`src/rtl/pattern_det_ctrl_if.sv`:
```
// Serial bit stream and match event channel of the pattern detection controller.
// slave = detector side, master = bit source / event consumer side.
interface pattern_det_ctrl_if #(
    parameter int unsigned WIN_W = 8
);
    logic             in;
    logic             in_vld;
    logic             in_rdy;
    logic             evt_vld;
    logic             evt_rdy;
    logic [WIN_W-1:0] evt_pos;

    modport slave (
        input  in, in_vld, evt_rdy,
        output in_rdy, evt_vld, evt_pos
    );

    modport master (
        output in, in_vld, evt_rdy,
        input  in_rdy, evt_vld, evt_pos
    );
endinterface

```
`src/rtl/pattern_det_ctrl.sv`:
```
// Serial pattern detection run controller: arms on start, counts matches, ends on target/window/abort.
// Optional macro PDC_NO_OVERLAP_EN: a match clears the shift register so detections never share bits.
module pattern_det_ctrl #(
    parameter int unsigned PAT_W = 3,
    parameter int unsigned CNT_W = 8,
    parameter int unsigned WIN_W = 8
) (
    input  logic                 clk,
    input  logic                 rst,
    input  logic                 start,
    input  logic                 abort,
    input  logic [PAT_W-1:0]     cfg_pattern,
    input  logic [CNT_W-1:0]     cfg_target,
    input  logic [WIN_W-1:0]     cfg_window,
    pattern_det_ctrl_if.slave    bus,
    output logic [CNT_W-1:0]     match_cnt,
    output logic                 busy,
    output logic                 done,
    output logic                 timeout
);
    localparam int unsigned FILL_W = $clog2(PAT_W + 1);

    typedef enum logic [1:0] {IDLE, ARMED, HOLD, DONE} state_e;

    state_e             state_q, state_d;
    logic [PAT_W-1:0]   pat_q, pat_d;
    logic [CNT_W-1:0]   tgt_q, tgt_d;
    logic [WIN_W-1:0]   win_q, win_d;
    logic [PAT_W-1:0]   shreg_q, shreg_d;
    logic [FILL_W-1:0]  fill_q, fill_d;
    logic [WIN_W-1:0]   bit_cnt_q, bit_cnt_d;
    logic [CNT_W-1:0]   match_cnt_q, match_cnt_d;
    logic [WIN_W-1:0]   evt_pos_q, evt_pos_d;
    logic               evt_vld_q, evt_vld_d;
    logic               in_rdy_q, in_rdy_d;
    logic               busy_q, busy_d;
    logic               done_q, done_d;
    logic               timeout_q, timeout_d;

    logic [PAT_W-1:0]   shreg_nxt;
    logic [FILL_W-1:0]  fill_nxt;
    logic [WIN_W-1:0]   bit_nxt;
    logic               hit;

    // Next-state and registered-output logic
    always_comb begin
        state_d     = state_q;
        pat_d       = pat_q;
        tgt_d       = tgt_q;
        win_d       = win_q;
        shreg_d     = shreg_q;
        fill_d      = fill_q;
        bit_cnt_d   = bit_cnt_q;
        match_cnt_d = match_cnt_q;
        evt_pos_d   = evt_pos_q;
        evt_vld_d   = evt_vld_q;
        timeout_d   = timeout_q;

        shreg_nxt = {shreg_q[PAT_W-2:0], bus.in};
        fill_nxt  = (fill_q == FILL_W'(PAT_W)) ? fill_q : fill_q + FILL_W'(1);
        bit_nxt   = bit_cnt_q + WIN_W'(1);
        hit       = (fill_nxt == FILL_W'(PAT_W)) && (shreg_nxt == pat_q);

        case (state_q)
            IDLE: begin
                if (start && !abort) begin
                    pat_d       = cfg_pattern;
                    tgt_d       = cfg_target;
                    win_d       = cfg_window;
                    shreg_d     = '0;
                    fill_d      = '0;
                    bit_cnt_d   = '0;
                    match_cnt_d = '0;
                    timeout_d   = 1'b0;
                    state_d     = ARMED;
                end
            end
            ARMED: begin
                if (bus.in_vld && in_rdy_q) begin
                    shreg_d   = shreg_nxt;
                    fill_d    = fill_nxt;
                    bit_cnt_d = bit_nxt;
                    // A match on the final window bit wins over the timeout
                    if (hit) begin
                        evt_vld_d   = 1'b1;
                        evt_pos_d   = bit_cnt_q;
                        match_cnt_d = match_cnt_q + CNT_W'(1);
                        state_d     = HOLD;
`ifdef PDC_NO_OVERLAP_EN
                        shreg_d     = '0;
                        fill_d      = '0;
`endif
                    end else if (win_q != '0 && bit_nxt == win_q) begin
                        timeout_d = 1'b1;
                        state_d   = DONE;
                    end
                end
            end
            HOLD: begin
                if (bus.evt_rdy) begin
                    evt_vld_d = 1'b0;
                    if (tgt_q != '0 && match_cnt_q == tgt_q) begin
                        state_d = DONE;
                    end else if (win_q != '0 && bit_cnt_q == win_q) begin
                        timeout_d = 1'b1;
                        state_d   = DONE;
                    end else begin
                        state_d = ARMED;
                    end
                end
            end
            DONE:    state_d = IDLE;
            default: state_d = IDLE;
        endcase

        if (abort) begin
            state_d   = IDLE;
            evt_vld_d = 1'b0;
        end

        in_rdy_d = (state_d == ARMED);
        busy_d   = (state_d != IDLE);
        done_d   = (state_d == DONE);
    end

    // State and output registers
    always_ff @(posedge clk) begin
        if (rst) begin
            state_q     <= IDLE;
            pat_q       <= '0;
            tgt_q       <= '0;
            win_q       <= '0;
            shreg_q     <= '0;
            fill_q      <= '0;
            bit_cnt_q   <= '0;
            match_cnt_q <= '0;
            evt_pos_q   <= '0;
            evt_vld_q   <= 1'b0;
            in_rdy_q    <= 1'b0;
            busy_q      <= 1'b0;
            done_q      <= 1'b0;
            timeout_q   <= 1'b0;
        end else begin
            state_q     <= state_d;
            pat_q       <= pat_d;
            tgt_q       <= tgt_d;
            win_q       <= win_d;
            shreg_q     <= shreg_d;
            fill_q      <= fill_d;
            bit_cnt_q   <= bit_cnt_d;
            match_cnt_q <= match_cnt_d;
            evt_pos_q   <= evt_pos_d;
            evt_vld_q   <= evt_vld_d;
            in_rdy_q    <= in_rdy_d;
            busy_q      <= busy_d;
            done_q      <= done_d;
            timeout_q   <= timeout_d;
        end
    end

    assign bus.in_rdy  = in_rdy_q;
    assign bus.evt_vld = evt_vld_q;
    assign bus.evt_pos = evt_pos_q;
    assign match_cnt   = match_cnt_q;
    assign busy        = busy_q;
    assign done        = done_q;
    assign timeout     = timeout_q;
endmodule

```
`src/flat_wrapper.sv`:
```
// flat-port wrapper written by rule: the top's interface ports become plain ports
module pattern_det_ctrl_flat 
#(
    parameter int unsigned PAT_W = 3,
    parameter int unsigned CNT_W = 8,
    parameter int unsigned WIN_W = 8
)
  (clk, rst, start, abort, cfg_pattern, cfg_target, cfg_window, match_cnt, busy, done, timeout, bus_in, bus_in_vld, bus_evt_rdy, bus_in_rdy, bus_evt_vld, bus_evt_pos);
  pattern_det_ctrl_if #(.WIN_W(WIN_W)) bus_i ();
  input  logic clk;
  input  logic rst;
  input  logic start;
  input  logic abort;
  input  logic [PAT_W-1:0] cfg_pattern;
  input  logic [CNT_W-1:0] cfg_target;
  input  logic [WIN_W-1:0] cfg_window;
  output logic [CNT_W-1:0] match_cnt;
  output logic busy;
  output logic done;
  output logic timeout;
  input wire logic [$bits(bus_i.in)-1:0] bus_in;
  input wire logic [$bits(bus_i.in_vld)-1:0] bus_in_vld;
  input wire logic [$bits(bus_i.evt_rdy)-1:0] bus_evt_rdy;
  output wire logic [$bits(bus_i.in_rdy)-1:0] bus_in_rdy;
  output wire logic [$bits(bus_i.evt_vld)-1:0] bus_evt_vld;
  output wire logic [$bits(bus_i.evt_pos)-1:0] bus_evt_pos;
  assign bus_i.in = bus_in;
  assign bus_i.in_vld = bus_in_vld;
  assign bus_i.evt_rdy = bus_evt_rdy;
  assign bus_in_rdy = bus_i.in_rdy;
  assign bus_evt_vld = bus_i.evt_vld;
  assign bus_evt_pos = bus_i.evt_pos;
  pattern_det_ctrl #(.PAT_W(PAT_W), .CNT_W(CNT_W), .WIN_W(WIN_W)) u_core (.clk(clk), .rst(rst), .start(start), .abort(abort), .cfg_pattern(cfg_pattern), .cfg_target(cfg_target), .cfg_window(cfg_window), .bus(bus_i), .match_cnt(match_cnt), .busy(busy), .done(done), .timeout(timeout));
endmodule
```
`config.mk`:
```
export PLATFORM = sky130hd
export DESIGN_NAME = pattern_det_ctrl_flat
export DESIGN_NICKNAME = d
export VERILOG_FILES = /design/src/rtl/pattern_det_ctrl_if.sv /design/src/rtl/pattern_det_ctrl.sv /design/src/flat_wrapper.sv
export SDC_FILE = /design/constraint.sdc
export NUM_CORES = 1
export LEC_CHECK = 0
export BUFFER_PORTS_ARGS = -buffer_cell sky130_fd_sc_hd__buf_2
export CORE_ASPECT_RATIO = 1.5
export CORE_MARGIN = 1.5
export CORE_UTILIZATION = 55
export CTS_BUF_LIST = sky130_fd_sc_hd__clkbuf_4 sky130_fd_sc_hd__clkbuf_8
export CTS_CLUSTER_DIAMETER = 30
export CTS_CLUSTER_SIZE = 10
export DETAILED_ROUTE_END_ITERATION = 10
export GPL_ROUTABILITY_DRIVEN = 0
export PLACE_DENSITY_LB_ADDON = 0.25
export SLEW_MARGIN = 10
export SYNTH_ARGS = -nofsm -noshare
export SYNTH_HDL_FRONTEND = slang
export SYNTH_SLANG_ARGS = --single-unit
```
`constraint.sdc`:
```
create_clock -name clk -period 5.7 [get_ports clk]
set_input_delay 0.855 -clock clk [delete_from_list [all_inputs] [get_ports clk]]
set_output_delay 0.855 -clock clk [all_outputs]
set_load 0.02 [all_outputs]
```
Word-level counts from Yosys, hierarchy flattened
Cells that the tools add are included.

word-level totals
  register bits = 54
  logic and storage cells = 91
  output and inout port bits = 21

operators by class
  reductions and logical operators = 21
  equality and inequality tests = 19
  add/sub/neg operators = 3
  muxes and demuxes = 34

operator list
  operator                                                          number
  8-bit 2-to-1 mux                                                  4
  8-bit one-hot mux with 2 select lines                             2
  2-bit 2-to-1 mux                                                  13
  8-bit == test                                                     3
  8-bit by 1-bit adder with 8-bit output (second input constant)    2
  8-bit nonzero test                                                2
  2-bit == test (second input constant)                             5
  1-bit 2-to-1 mux                                                  10
  2-bit by 1-bit != test with 1-bit output (second input constant)  5
  2-bit one-hot mux with 2 select lines                             2
  2-bit one-hot mux with 4 select lines                             1
  4-bit AND reduction                                               2
  8-bit AND reduction                                               1
  1-bit logical AND                                                 6
  2-bit != test (second input constant)                             3
  3-bit AND reduction                                               2
  2-bit nonzero test                                                3
  2-bit by 1-bit == test with 1-bit output (second input constant)  2
  3-bit == test                                                     1
  1-bit one-hot mux with 3 select lines                             1
  3-bit nonzero test                                                1
  2-bit by 1-bit adder with 2-bit output (second input constant)    1
  2-bit logical NOT                                                 1
  1-bit one-hot mux with 2 select lines                             1
  3 further kinds                                                   3

Depth between registers and ports, before layout
Gate-level depths: netlist of run 1.

  depth after elaboration = 9
  gate-level depth with buffers = 9
  gate-level depth less buffers = 9

Worst setup path after synthesis of run 1
Ideal clock, no wire load.

  path type = input to register
  start point = input port bus_in
  end point = register u_core.in_rdy_q (netlist: u_core.bus.in_rdy)
  stages = 6
  required time = 5.580 ns
  arrival time = 2.360 ns
  library setup time = 0.120 ns
  setup slack = 3.220 ns
  path through = xnor2_1 nand4_1 nor2_1 o32a_1 nor3_1 o31a_1

between the ends
  longest elaborated chain between the ends = 7

RTL lines
  what                                      line                     source
  from (decl)                               flat_wrapper.sv:21       input wire logic [$bits(bus_i.in)-1:0] bus_in;
  3-bit == test                             pattern_det_ctrl.sv:62   hit = (fill_nxt == FILL_W'(PAT_W)) && (shreg_nxt == pat_q);
  1-bit logical AND                         pattern_det_ctrl.sv:62
  2-bit 2-to-1 mux                          pattern_det_ctrl.sv:84   if (hit) begin
  2-bit 2-to-1 mux                          pattern_det_ctrl.sv:79   if (bus.in_vld && in_rdy_q) begin
  2-bit one-hot mux with 4 select lines     pattern_det_ctrl.sv:64   case (state_q)
  2-bit 2-to-1 mux                          pattern_det_ctrl.sv:116  if (abort) begin
  2-bit by 1-bit == test with 1-bit output  pattern_det_ctrl.sv:121  in_rdy_d = (state_d == ARMED);
  to (signal assigned)                      pattern_det_ctrl.sv:154  in_rdy_q <= in_rdy_d;
  to (decl)                                 pattern_det_ctrl.sv:35   logic in_rdy_q, in_rdy_d;

No other way between the ends.
A chain may end at the register's enable or synchronous reset.

Worst setup path after layout of run 1
  start point = register u_core.state_q[0]
  end point = register u_core.in_rdy_q (netlist: u_core.bus.in_rdy)

between the ends
  longest elaborated chain between the ends = 6
  elaborated cells between the ends (all ways) = 12
  classes of those cells = eq/ne (4); mux (7); reduce/logical (1)

RTL lines
  what                                        line                     source
  from (decl)                                 pattern_det_ctrl.sv:25   state_e state_q, state_d;
  from (signal assigned)                      pattern_det_ctrl.sv:144  state_q <= state_d;
  2-bit 2-to-1 mux                            pattern_det_ctrl.sv:93   end else if (win_q != '0 && bit_nxt == win_q) begin
  2-bit 2-to-1 mux                            pattern_det_ctrl.sv:84
  2-bit 2-to-1 mux                            pattern_det_ctrl.sv:79
  2-bit one-hot mux with 4 select lines *     pattern_det_ctrl.sv:64
  2-bit 2-to-1 mux *                          pattern_det_ctrl.sv:116
  2-bit by 1-bit == test with 1-bit output *  pattern_det_ctrl.sv:121

Mark *: on every way between the ends. The rest lies on a longest branch, timed or not.

==> results of run 1 <==
==> cell usage after synthesis (3+ instances only) <==
master                      n
sky130_fd_sc_hd__or3_1      4
sky130_fd_sc_hd__a21oi_1   31
sky130_fd_sc_hd__mux2i_1    9
sky130_fd_sc_hd__xnor2_1   12
sky130_fd_sc_hd__clkbuf_1   9
sky130_fd_sc_hd__nand2b_1   3
sky130_fd_sc_hd__nor3_1     9
sky130_fd_sc_hd__ha_1       6
sky130_fd_sc_hd__xor2_1    17
sky130_fd_sc_hd__nor4_1     4
sky130_fd_sc_hd__a22oi_1    4
sky130_fd_sc_hd__inv_1      9
sky130_fd_sc_hd__nand4_1    5
sky130_fd_sc_hd__nand2_1   51
sky130_fd_sc_hd__dfxtp_1   54
sky130_fd_sc_hd__nand3_1    5
sky130_fd_sc_hd__o21ai_0   10
sky130_fd_sc_hd__nor2_1    31
sky130_fd_sc_hd__buf_4      4
==> layer usage <==
metal  vias to the layer above  track usage
li1                       1174            -
met1                      1088        0.292
met2                        67        0.392
met3                        12       0.0263
met4                         0        0.113
met5                         -            0
==> metrics by stage <==
| stage | worst slack (ns) | instance area [um^2] | cells |
|---|---|---|---|
| 2_1_floorplan | 3.22 | 2680 | 317 |
| 3_3_place_gp | 2.80 | 2920 | 413 |
| 3_5_place_dp | 2.74 | 2920 | 413 |
| 4_1_cts | 2.88 | 3020 | 421 |
| 5_1_grt | 2.68 | 3020 | 421 |
| 6_report | 2.87 | 3020 | 421 |
==> area by class of cell <==
cell class	instances	share of cell area
clock buffers	5	0.0228
clock inverters	3	0.00829
inverters	9	0.0112
multi-input cells	240	0.497
flip-flops and latches	54	0.358
well taps	64	0.0265
repair buffers	46	0.0763
==> critical path, delay by kind of cell, from the launching register on <==
family	cells	cell delay, ns
flip-flops	1	0.45
adder cells (fa/ha/maj)	1	0.53
AO/OA/AOI/OAI	2	0.58
AND/OR/NAND/NOR	3	1.18
==> sequential cells by signal, indices dropped and copies added, names as in the netlist <==
| name | flops |
|---|---|
| u_core.done | 1 |
| u_core.busy | 1 |
| u_core.bit_cnt_q | 8 |
| u_core.pat_q | 3 |
| u_core.fill_q | 2 |
| u_core.win_q | 8 |
| u_core.tgt_q | 8 |
| u_core.bus.in_rdy | 1 |
| u_core.shreg_q | 2 |
| u_core.bus.evt_pos | 8 |
| u_core.match_cnt | 8 |
| u_core.state_q | 2 |
| u_core.bus.evt_vld | 1 |
| u_core.timeout | 1 |
==> report_power, final <==
group	internal [uW]	switching (uW)
clock network	89.0	135
registers	385	7.73
logic	29.1	46.0
total	503	189
==> how the worst max path moves through the flow <==
stage | startpoint | endpoint
finish | u_core.state_q[0]$_SDFF_PP0_ | u_core.bus.in_rdy$_SDFF_PP0_
global route | u_core.state_q[0]$_SDFF_PP0_ | u_core.bus.in_rdy$_SDFF_PP0_
CTS | u_core.state_q[1]$_SDFF_PP0_ | u_core.bus.in_rdy$_SDFF_PP0_
detailed placement | bus_in | u_core.bus.in_rdy$_SDFF_PP0_
global placement | bus_in | u_core.bus.in_rdy$_SDFF_PP0_
floorplan | bus_in | u_core.bus.in_rdy$_SDFF_PP0_
==> cells by family (layout without fill, tap and decap cells) <==
family,after synthesis,after routing,share of synthesized area
XOR/XNOR,29,29,0.0947
adder cells (fa/ha/maj),6,6,0.0280
AND/OR/NAND/NOR,130,130,0.237
flip-flops,54,54,0.403
multiplexers,11,11,0.0420
buffers and inverters,23,63,0.0378
AO/OA/AOI/OAI,64,64,0.157
==> flow_metrics.env, run 1 <==
export IMPL_final_period_utilization=0.497
export IMPL_antenna_found_initial=0
export IMPL_dp_hpwl_mm=4.22
export IMPL_area_contributors_post_synth="sky130_fd_sc_hd__dfxtp_1, sky130_fd_sc_hd__nand2_1, sky130_fd_sc_hd__a21oi_1"
export IMPL_routed_via_count=2341
export IMPL_grt_total_usage=0.234
export IMPL_die_area_um2=5310
export IMPL_dr_wl_met3_um=227
export IMPL_worst_slew_pin_slew_ns=0.992
export IMPL_multi_input_comb_area_um2=1500
export IMPL_critPathKind="flop to flop"
export IMPL_worst_hold_path_type="flop to flop"
export IMPL_global_route_overflow_total=0
export IMPL_slowest_stage="sky130_fd_sc_hd__nor2_1"
export IMPL_max_freq_ghz=0.353
export IMPL_endpoint_kind="flop"
export IMPL_filler_cell_count=438
export IMPL_synth_top_area_cell="sky130_fd_sc_hd__dfxtp_1"
export IMPL_yosys_most_used_dff="sky130_fd_sc_hd__dfxtp_1"
export IMPL_finalHoldWorstSlack_ns=0.476
export IMPL_max_cap_violations=0
export IMPL_net_count_of_the_mapped_netlist=349
export IMPL_fraction_of_post_synthesis_cell_area_in_the_top_cell_type_by_area=0.403
export IMPL_peakVddDrop_mv=0.225
export IMPL_power_per_cell_area_nw_per_um2=229
export IMPL_synth_distinct_cells=52
export IMPL_die_x_um=60.0
export IMPL_cts_root_buffer="sky130_fd_sc_hd__clkbuf_8"
export IMPL_synthesis_yosys_warnings=0
export IMPL_outcome="complete, no violations"
export IMPL_cts_post_setup_buffers_inserted=0
export IMPL_timing_critical_path_from_type="flop"
export IMPL_drcViolationCount=0
export IMPL_power_leakage_uw=0.00124
export IMPL_area_growth_synth_to_final_pct=12.6
export IMPL_die_y_um=88.5
export IMPL_critical_path_cell_chain="ha_1 > nand3_1 > nor2_1 > o32a_1 > nor3_1 > o31a_1"
export IMPL_rows=30
export IMPL_register_area_um2=1080
export IMPL_cpPeakStageDelay_ns=0.82
export IMPL_most_common_layout_cells="sky130_fd_sc_hd__dfxtp_1, sky130_fd_sc_hd__nand2_1, sky130_fd_sc_hd__buf_2"
export IMPL_via_to_cell_ratio=5.56
export IMPL_r2r_cells=6
export IMPL_drt_pass1_iterations=6
export IMPL_regToRegStartpoint="u_core.state_q[0]$_SDFF_PP0_"
export IMPL_critical_path_required_ns=5.91
export IMPL_drt_first_iter_violations=85
export IMPL_synth_edf_count=0
export IMPL_crit_path_max_fanout=13
export IMPL_async_reset_ff_frac=0
export IMPL_hold_path_end="u_core.timeout$_SDFFE_PP0P_"
export IMPL_met1_length_mm=2.39
export IMPL_boundaryPins=47
export IMPL_layout_cells_most_common="sky130_fd_sc_hd__dfxtp_1"
export IMPL_routed_wirelength_mm=5.82
export IMPL_rsz0062_at_grt="no"
export IMPL_placeableCoreArea_um2=4620
export IMPL_n_antenna_cell=0
export IMPL_htreeDepth=2
export IMPL_clock_tree_from_tritoncts="done"
export IMPL_post_synth_cell_area_avg_um2=8.46
export IMPL_grt_start_max_net_pins=45
export IMPL_dr_wl_met2_mm=3.08
export IMPL_critical_path_reg2reg_endpoint="u_core.bus.in_rdy$_SDFF_PP0_"
export IMPL_cts_buffer_depth=2
export IMPL_wire_per_inst_um=13.8
export IMPL_report_power_total_uw=692
export IMPL_setup_viol=0
export IMPL_whs_path_depth=2
export IMPL_final_hold_viol_count=0
export IMPL_clkTransAtPathRegs_ns=0.10
export IMPL_cts_buffers_inserted=5
export IMPL_timing_max_slew_rel_slack=0.336
export IMPL_synth_yosys_seq_area_share=0.403
export IMPL_holdBufCountCts=0
export IMPL_setup_tns_ns=0
export IMPL_final_core_utilization=0.654
export IMPL_initial_utilization=0.581
export IMPL_number_of_buffer_cells_added_on_primary_ports=46
export IMPL_layout_drive_gt1_share=0.185
export IMPL_worst_skew_pair_late_latency_ns=0.31
export IMPL_cts_repair_resize_count=0
export IMPL_highest_layer="met4"
export IMPL_final_nets=388
export IMPL_first_global_vias=2186
export IMPL_first_pass_grt_wire_length_mm=9.58
export IMPL_synth_seq_cells=54
export IMPL_hold_path_startpoint="u_core.timeout$_SDFFE_PP0P_"
export IMPL_report_final_slew_viol_count=0
export IMPL_post_layout_minimum_cycle_time_ns=2.83
export IMPL_fin_skew_ns=0.00398
export IMPL_synth_cell_area_um2=2680
export IMPL_worstPathArrival_ns=3.04
export IMPL_timing_reg2reg_setup_slack_ns=2.87
export IMPL_syn_inst=317
export IMPL_detail_route_antenna_nets=0
export IMPL_cts_sinks=54
Power figures use the tool's default switching activity.
==> run 2, diff against run 1 <==
==> constraint.sdc (replaced) <==
create_clock -name clk -period 2.8 [get_ports clk]
set_input_delay 0.42 -clock clk [delete_from_list [all_inputs] [get_ports clk]]
set_output_delay 0.42 -clock clk [all_outputs]
set_load 0.02 [all_outputs]
==> run 2 against run 1 <==
  * Final cell count rose by 1.2%
  * First-iteration DRC count fell by 12%
  * Maximum frequency rose by 10%
  * Clock-buffer cell count rose by 1
  * Design area rose by 1.9%
  * Combinational power rose by 110%
  * Register-to-register slack got worse by 2.6 ns
  * Critical path type unchanged
==> flow_metrics.env, run 2 (synthesis gave the netlist of run 1 again) <==
export IMPL_clock_tree_from_tritoncts="done"
export IMPL_crit_path_max_fanout=6
export IMPL_cp_top_family="simple AND/OR/NAND/NOR gates"
export IMPL_regToRegStartpoint="u_core.bit_cnt_q[1]$_SDFFE_PP0P_"
export IMPL_cts_sinks=54
export IMPL_report_power_total_uw=1490
export IMPL_layout_drive_gt1_share=0.196
export IMPL_filler_cell_count=419
export IMPL_power_per_cell_area_nw_per_um2=484
export IMPL_rows=30
export IMPL_rsz0062_at_grt="no"
export IMPL_whs_path_depth=3
export IMPL_multi_input_comb_area_um2=1500
export IMPL_hold_path_end="u_core.win_q[5]$_SDFFE_PP0P_"
export IMPL_cts_root_buffer="sky130_fd_sc_hd__clkbuf_8"
export IMPL_detail_route_antenna_nets=0
export IMPL_antenna_found_initial=0
export IMPL_grt_total_usage=0.233
export IMPL_slowest_stage="sky130_fd_sc_hd__dfxtp_1"
export IMPL_critPathKind="flop to flop"
export IMPL_htreeDepth=2
export IMPL_drcViolationCount=0
export IMPL_global_route_overflow_total=0
export IMPL_die_x_um=60.0
export IMPL_initial_utilization=0.581
export IMPL_timing_reg2reg_setup_slack_ns=0.24
export IMPL_dp_hpwl_mm=4.26
export IMPL_finalHoldWorstSlack_ns=0.333
export IMPL_drt_first_iter_violations=75
export IMPL_final_hold_viol_count=0
export IMPL_cp_num_buf_inv=1
export IMPL_post_layout_minimum_cycle_time_ns=2.56
export IMPL_critical_path_cell_chain="ha_1 > nand3_1 > or3b_1 > a222oi_1 > buf_4 > nand4b_1 > a2111oi_2 > mux2i_1"
export IMPL_worstPathArrival_ns=2.81
export IMPL_wire_per_inst_um=13.7
export IMPL_drt_pass1_iterations=4
export IMPL_setup_viol=0
export IMPL_final_nets=393
export IMPL_r2r_cells=8
export IMPL_cts_buffer_depth=2
export IMPL_cpPeakStageDelay_ns=0.46
export IMPL_timing_max_slew_rel_slack=0.471
export IMPL_max_freq_ghz=0.390
export IMPL_number_of_buffer_cells_added_on_primary_ports=46
export IMPL_via_to_cell_ratio=5.49
export IMPL_clkTransAtPathRegs_ns=0.10
export IMPL_fin_skew_ns=0.00801
export IMPL_critical_path_reg2reg_endpoint="u_core.timeout$_SDFFE_PP0P_"
export IMPL_n_antenna_cell=0
export IMPL_power_leakage_uw=0.00127
export IMPL_final_period_utilization=0.916
export IMPL_area_growth_synth_to_final_pct=14.7
export IMPL_grt_start_max_net_pins=45
export IMPL_cts_buffers_inserted=5
export IMPL_placeableCoreArea_um2=4620
export IMPL_routed_via_count=2339
export IMPL_most_common_layout_cells="sky130_fd_sc_hd__dfxtp_1, sky130_fd_sc_hd__nand2_1, sky130_fd_sc_hd__buf_2"
export IMPL_hold_path_startpoint="cfg_window[5]"
export IMPL_first_global_vias=2146
export IMPL_boundaryPins=47
export IMPL_worst_slew_pin_slew_ns=0.794
export IMPL_max_cap_violations=0
export IMPL_holdBufCountCts=0
export IMPL_setup_tns_ns=0
export IMPL_layout_cells_most_common="sky130_fd_sc_hd__dfxtp_1"
export IMPL_critical_path_required_ns=3.05
export IMPL_register_area_um2=1080
export IMPL_die_y_um=88.5
export IMPL_endpoint_kind="flop"
export IMPL_first_pass_grt_wire_length_mm=9.54
export IMPL_worst_skew_pair_late_latency_ns=0.31
export IMPL_timing_critical_path_from_type="flop"
export IMPL_peakVddDrop_mv=0.551
export IMPL_outcome="complete, no violations"
export IMPL_worst_hold_path_type="input port to flop"
export IMPL_routed_wirelength_mm=5.85
export IMPL_die_area_um2=5310
export IMPL_report_final_slew_viol_count=0
[run 2: tightest hold or removal path, stage by stage]
cell and delay (ns):
sky130_fd_sc_hd__buf_2 0.09, sky130_fd_sc_hd__nand2_1 0.04, sky130_fd_sc_hd__a21oi_1 0.05
[run 2: worst max-delay path by stage]
stage               cells past startpoint                              from                     endpoint  slack (ns)
floorplan                               7  u_core.bit_cnt_q[0]$_SDFFE_PP0P_  u_core.timeout$_SDFFE_PP0P_        0.49
global placement                        7  u_core.bit_cnt_q[0]$_SDFFE_PP0P_  u_core.timeout$_SDFFE_PP0P_        0.28
detailed placement                      7  u_core.bit_cnt_q[0]$_SDFFE_PP0P_  u_core.timeout$_SDFFE_PP0P_        0.17
CTS                                     7  u_core.bit_cnt_q[0]$_SDFFE_PP0P_  u_core.timeout$_SDFFE_PP0P_        0.14
global route                            8  u_core.bit_cnt_q[0]$_SDFFE_PP0P_  u_core.timeout$_SDFFE_PP0P_        0.07
finish                                  8  u_core.bit_cnt_q[1]$_SDFFE_PP0P_  u_core.timeout$_SDFFE_PP0P_        0.24
[run 2: routing by layer]
| metal | global-route usage | share of wire |
|---|---|---|
| met1 | 0.282 | 0.44 |
| met2 | 0.403 | 0.51 |
| met3 | 0.0336 | 0.035 |
| met4 | 0.101 | 0.017 |
| met5 | 0 | 0 |
[run 2: through the flow]
step	instance area, um^2	cells	utilization	setup slack [ns]
6_report	3080	426	0.666	0.236
5_1_grt	3080	426	0.666	0.0690
4_1_cts	3070	425	0.664	0.143
3_5_place_dp	2950	417	0.640	0.174
3_3_place_gp	2950	417	0.640	0.285
2_1_floorplan	2680	317	-	0.488
[run 2: power breakdown]
part	total [uW]	leakage (uW)	switching (uW)	internal, uW
Combinational	156	0.000778	92.1	63.9
Clock	534	0.0000548	257	277
Sequential	800	0.000437	15.4	784
Total	1490	0.00127	364	1120
[run 2: layout make-up]
| type | instances | area share |
|---|---|---|
| clock inverters | 2 | 0.0122 |
| repair buffers | 51 | 0.0871 |
| well taps | 64 | 0.0260 |
| flip-flops and latches | 54 | 0.352 |
| multi-input cells | 240 | 0.487 |
| clock buffers | 6 | 0.0248 |
| inverters | 9 | 0.0110 |
[run 2: what timing repair did]
item | CTS | global route
setup buffers | 0 | 1
setup endpoints to repair | 0 | 1
resized for setup | 0 | 0
